File: src/rtl/lut_fractured_chain.sv
`default_nettype none
// ============================================================================
// Module   : lut_fractured_chain
// Purpose  : Fractured LUT with a double-buffered, word-serial configuration
//            path. The LUT exposes one full-width output and 2**FRACTURING
//            sub-LUT outputs. Config words are shifted into a shadow
//            register. The shadow register is then committed atomically to the
//            active table, so lookups never observe a partially loaded table.
//            Bits that are shifted out of the shadow register go to cfg_out,
//            where the next LUT in a chain can pick them up.
// Ports    : config_clk    - clock, rising edge
//            config_rst    - asynchronous active-high reset
//            addr          - LUT address (INPUTS bits)
//            full_out      - active[addr]
//            frac_out      - one bit per sub-LUT, addressed by the low bits
//            cfg_start     - begin or restart a load
//            cfg_valid     - cfg_data holds a word
//            cfg_ready     - high while the block accepts words
//            cfg_data      - config word; the first word lands in the low bits
//            cfg_out       - word shifted out of the shadow register
//            cfg_out_valid - cfg_out was updated by this cycle's accept
//            cfg_done      - one-cycle pulse after a commit
//            cfg_loaded    - a table has been committed since reset
// Revision : 1.0 - initial release
// ============================================================================
module lut_fractured_chain #(
  parameter int INPUTS     = 5,
  parameter int FRACTURING = 1,
  parameter int CFG_WIDTH  = 4
) (
  input  logic                        config_clk,
  input  logic                        config_rst,
  input  logic [INPUTS-1:0]           addr,
  output logic                        full_out,
  output logic [(2**FRACTURING)-1:0]  frac_out,
  input  logic                        cfg_start,
  input  logic                        cfg_valid,
  output logic                        cfg_ready,
  input  logic [CFG_WIDTH-1:0]        cfg_data,
  output logic [CFG_WIDTH-1:0]        cfg_out,
  output logic                        cfg_out_valid,
  output logic                        cfg_done,
  output logic                        cfg_loaded
);

  localparam int MEM_SIZE = 2 ** INPUTS;
  localparam int NWORDS   = MEM_SIZE / CFG_WIDTH;
  localparam int SUB      = MEM_SIZE >> FRACTURING;
  localparam int SUB_W    = INPUTS - FRACTURING;
  localparam int NFRAC    = 2 ** FRACTURING;
  localparam int CNT_W    = (NWORDS > 1) ? $clog2(NWORDS) : 1;

  typedef enum logic [1:0] {
    S_IDLE   = 2'd0,
    S_LOAD   = 2'd1,
    S_COMMIT = 2'd2
  } state_t;

  state_t              r_state;
  logic [MEM_SIZE-1:0] r_active;
  logic [MEM_SIZE-1:0] r_shadow;
  logic [CNT_W-1:0]    r_count;
  logic [MEM_SIZE-1:0] w_shadow_next;

  // New words enter at the top, so after NWORDS accepts the first word has
  // walked down into the least significant slot.
  if (NWORDS == 1) begin : g_single_word
    assign w_shadow_next = cfg_data;
  end else begin : g_multi_word
    assign w_shadow_next = {cfg_data, r_shadow[MEM_SIZE-1:CFG_WIDTH]};
  end

  // Lookups read the active table only. The shadow table never reaches these
  // outputs.
  assign full_out = r_active[addr];

  for (genvar k = 0; k < NFRAC; k++) begin : g_frac
    localparam logic [INPUTS-1:0] C_BASE = INPUTS'(k * SUB);
    logic [INPUTS-1:0] w_index;
    assign w_index     = C_BASE | INPUTS'(addr[SUB_W-1:0]);
    assign frac_out[k] = r_active[w_index];
  end

  assign cfg_ready = (r_state == S_LOAD);

  always_ff @(posedge config_clk or posedge config_rst) begin
    if (config_rst) begin
      r_state       <= S_IDLE;
      r_active      <= '0;
      r_shadow      <= '0;
      r_count       <= '0;
      cfg_out       <= '0;
      cfg_out_valid <= 1'b0;
      cfg_done      <= 1'b0;
      cfg_loaded    <= 1'b0;
    end else begin
      cfg_out_valid <= 1'b0;
      cfg_done      <= 1'b0;
      case (r_state)
        S_IDLE: begin
          if (cfg_start) begin
            r_state <= S_LOAD;
            r_count <= '0;
          end
        end
        S_LOAD: begin
          // A restart takes priority over a word offered in the same cycle.
          // The word is dropped and the shadow register keeps its contents.
          if (cfg_start) begin
            r_count <= '0;
          end else if (cfg_valid) begin
            r_shadow      <= w_shadow_next;
            cfg_out       <= r_shadow[CFG_WIDTH-1:0];
            cfg_out_valid <= 1'b1;
            r_count       <= r_count + 1'b1;
            if (r_count == CNT_W'(NWORDS - 1)) begin
              r_state <= S_COMMIT;
            end
          end
        end
        S_COMMIT: begin
          r_active   <= r_shadow;
          cfg_done   <= 1'b1;
          cfg_loaded <= 1'b1;
          r_state    <= S_IDLE;
        end
        default: begin
          r_state <= S_IDLE;
        end
      endcase
    end
  end

endmodule
`default_nettype wire

File: config.mk
export PLATFORM = sky130hd
export DESIGN_NAME = lut_fractured_chain
export DESIGN_NICKNAME = d
export VERILOG_FILES = /design/src/rtl/lut_fractured_chain.sv
export SDC_FILE = /design/constraint.sdc
export NUM_CORES = 1
export LEC_CHECK = 0
export ABC_AREA = 0
export CAP_MARGIN = 20
export CORE_ASPECT_RATIO = 0.6
export CORE_MARGIN = 1
export CORE_UTILIZATION = 35
export DETAILED_ROUTE_END_ITERATION = 8
export GPL_TIMING_DRIVEN = 0
export HOLD_SLACK_MARGIN = 0.02
export PLACE_DENSITY = 0.63
export SETUP_SLACK_MARGIN = 0.3
export SYNTH_ARGS = -nofsm -noshare
export SYNTH_HDL_FRONTEND = slang
export SYNTH_SLANG_ARGS = --single-unit
File: constraint.sdc
create_clock -name config_clk -period 2.3 [get_ports config_clk]
set_clock_uncertainty 0.05 [all_clocks]
set_input_delay 0.23 -clock config_clk [delete_from_list [all_inputs] [get_ports config_clk]]
set_output_delay 0.23 -clock config_clk [all_outputs]
set_load 0.005 [all_outputs]
==> metrics <==
WL final 5710 um; Max Cap Viol 0; core area 8650 sq um; TritonRoute pass-1 iters 6; post-DP HPWL roughly 3800 um; vias 1705; violated checks negative setup slack; critical path, cell by cell mux4_2 -> mux4_2 -> mux2_4 -> buf_6; first-pass GRT wire length 9580 um; Gates resized, CTS repair 26; clk buf depth 2; slowest stage cell, crit path mux4_2; Initial DRC Count 95; fillers 759; gr usage total 0.136; Residual DRC 0; non-filler instance count after layout between 300 and 400; vias in the first global route 1776; post-DR vias/cell 4.94; ys async rst share 1.00; Fin Setup TNS -0.0934 ns; Slew headroom 0.587; fin crit share 1.04; static leakage 1.81 nW; # rows 26; Worst Tran Pin Value 0.620 ns; fin util 0.448; Clock Tree Root clkbuf_16; number of buffers and inverters on the critical path 1; top cells by area, synth dfrtp_1 (60%), mux2_2 (24%), mux4_1 (8.2%); Crit Path Max Fanout 2; Arrival @ worst endpoint 2.11 ns; Sink Count 76; GP Congestion approximately 0.72; pre-CTS setup slack -0.362 ns; Initial Utilization 0.368; Die H 75.9 um; Hold Buf Count CTS 0; worst path required time just over 2 ns; Mapped Nets 210; RSZ-0062 raised after global routing true; yosys warns 0; total CTS buffers 9; cells after synthesis approximately 200; Worst IR Drop VDD between 400 and 500 uV; IO buf count 20; Top FF cell, synth dfrtp_1; Crit path max-delay family multiplexers; CTS tree built; Synth-to-Final Area Change 21.7%; PnR worst setup slack -0.0934 ns; most used cell, CP mux4_2; worst hold path class in -> async; CP Capture Type output port; Die ar. between 9000 and 10000 sq um; antenna violations before repair 0; Routed wire per std cell 16.6 um; CTS clk-pin slew, worst paths 0.06 ns; syn avg cell area 16.3 sq um; startpoint types flop; Slew Viols, Final 0; Die X 125 um; fmax roughly 0.42 GHz; Hold Fails Final Rpt 0; remaining antenna violation count after routing 0; Cell Pwr Density 973 nW/um^2; max incr delay on CP 0.53 ns; mapped cell area 3190 sq um; critical path class reg -> out; CTS HTree Levels 3; Overflow after GRT 0; Seq/Total Area, Yosys 0.597; synth unique cells 20; clk_lat worst skew 0.33 ns; Setup Buffers After CTS 0; Min Clock Period, post-route 2.39 ns; Net count, final 243; Post-Place Cells between 300 and 400; dominant cell type by area after synthesis dfrtp_1; largest net degree at the start of global routing 34; flops & latches, synth 76; number of synthesized flops with an enable pin 0; IO Count 24; Setup-failing EPs final 1; layout cell share with drive strength beyond 1 0.468; n_diodes 0; status finished with violations; Synth top area share 0.597
area by class of cell:
class                   instances  area [sq um]  area share
well taps                     112           140      0.0361
clock inverters                 4          70.1      0.0181
multi-input cells             105          1190       0.306
flip-flops and latches         76          1900       0.490
clock buffers                  12           267      0.0687
repair buffers                 22           231      0.0597
inverters                       4          21.3     0.00548
plain buffers                  10          60.1      0.0155
cell usage after synthesis, types with 2 or more instances:
cell type,number
o21ai_0,5
inv_1,3
ha_1,2
buf_2,3
mux4_1,10
mux2i_1,6
dfrtp_1,76
nand2b_1,2
clkbuf_1,5
mux2_2,69
a21oi_1,3
nand2_1,3
power by group:
part | internal, mW | total (mW) | switching [mW] | leakage (nW)
sequential | 1.60 | 1.79 | 0.185 | 0.984
combinational | 0.297 | 0.435 | 0.138 | 0.654
clock | 1.03 | 1.55 | 0.520 | 0.169
total | 2.93 | 3.77 | 0.843 | 1.81
sequential cells by signal, indices dropped and copies added (netlist names):
name           cells
r_count            3
cfg_out            4
r_state            2
cfg_loaded         1
r_active          32
r_shadow          32
cfg_out_valid      1
cfg_done           1
kinds of logic after synthesis:
| logic type | after synthesis | share of synthesized area |
|---|---|---|
| multiplexers | 85 | 0.345 |
| AO/OA/AOI/OAI | 8 | 0.0126 |
| buffers and inverters | 14 | 0.0200 |
| flip-flops | 76 | 0.597 |
| AND/OR/NAND/NOR | 10 | 0.0177 |
| adder cells (fa/ha/maj) | 2 | 0.00785 |
worst paths after layout:
path | start | endpoint | slack [ns] | cells after the start
setup / recovery | r_active[5]$_DFFE_PP0P_ | full_out | -0.09 | 4
hold / removal | config_rst | r_shadow[17]$_DFFE_PP0P_ | 0.15 | 2
setup reg to reg | r_state[1]$_DFFE_PP0P_ | r_shadow[3]$_DFFE_PP0P_ | 0.39 | 4
hold reg to reg | cfg_loaded$_DFFE_PP0P_ | cfg_loaded$_DFFE_PP0P_ | 0.42 | 1
max in group asynchronous | config_rst | cfg_loaded$_DFFE_PP0P_ | 1.36 | 4
min in group config_clk | cfg_loaded$_DFFE_PP0P_ | cfg_loaded$_DFFE_PP0P_ | 0.42 | 1
cells in the final DEF, fill, tap and decap left out, types with 5 or more instances in the layout:
cell / instances
clkbuf_16: 9
clkdlybuf4s50_1: 17
dfrtp_1: 76
mux2_2: 68
mux2i_1: 6
mux4_2: 10
o21ai_0: 5
per-stage QoR:
stage          cell area [sq um]  hold WS, ns  power (mW)
3_3_place_gp                3530        0.399        2.23
2_1_floorplan               3190        0.288        2.04
3_5_place_dp                3570        0.404        2.25
6_report                    3880        0.154        3.77
5_1_grt                     3880        0.167        3.96
4_1_cts                     3880        0.153        3.83
layer usage:
metal	GRT usage	wire length, um
met1	0.205	3090
met2	0.170	2250
met3	0.0579	287
met5	0	0
met4	0.0512	89
Power figures use the tool's default switching activity.
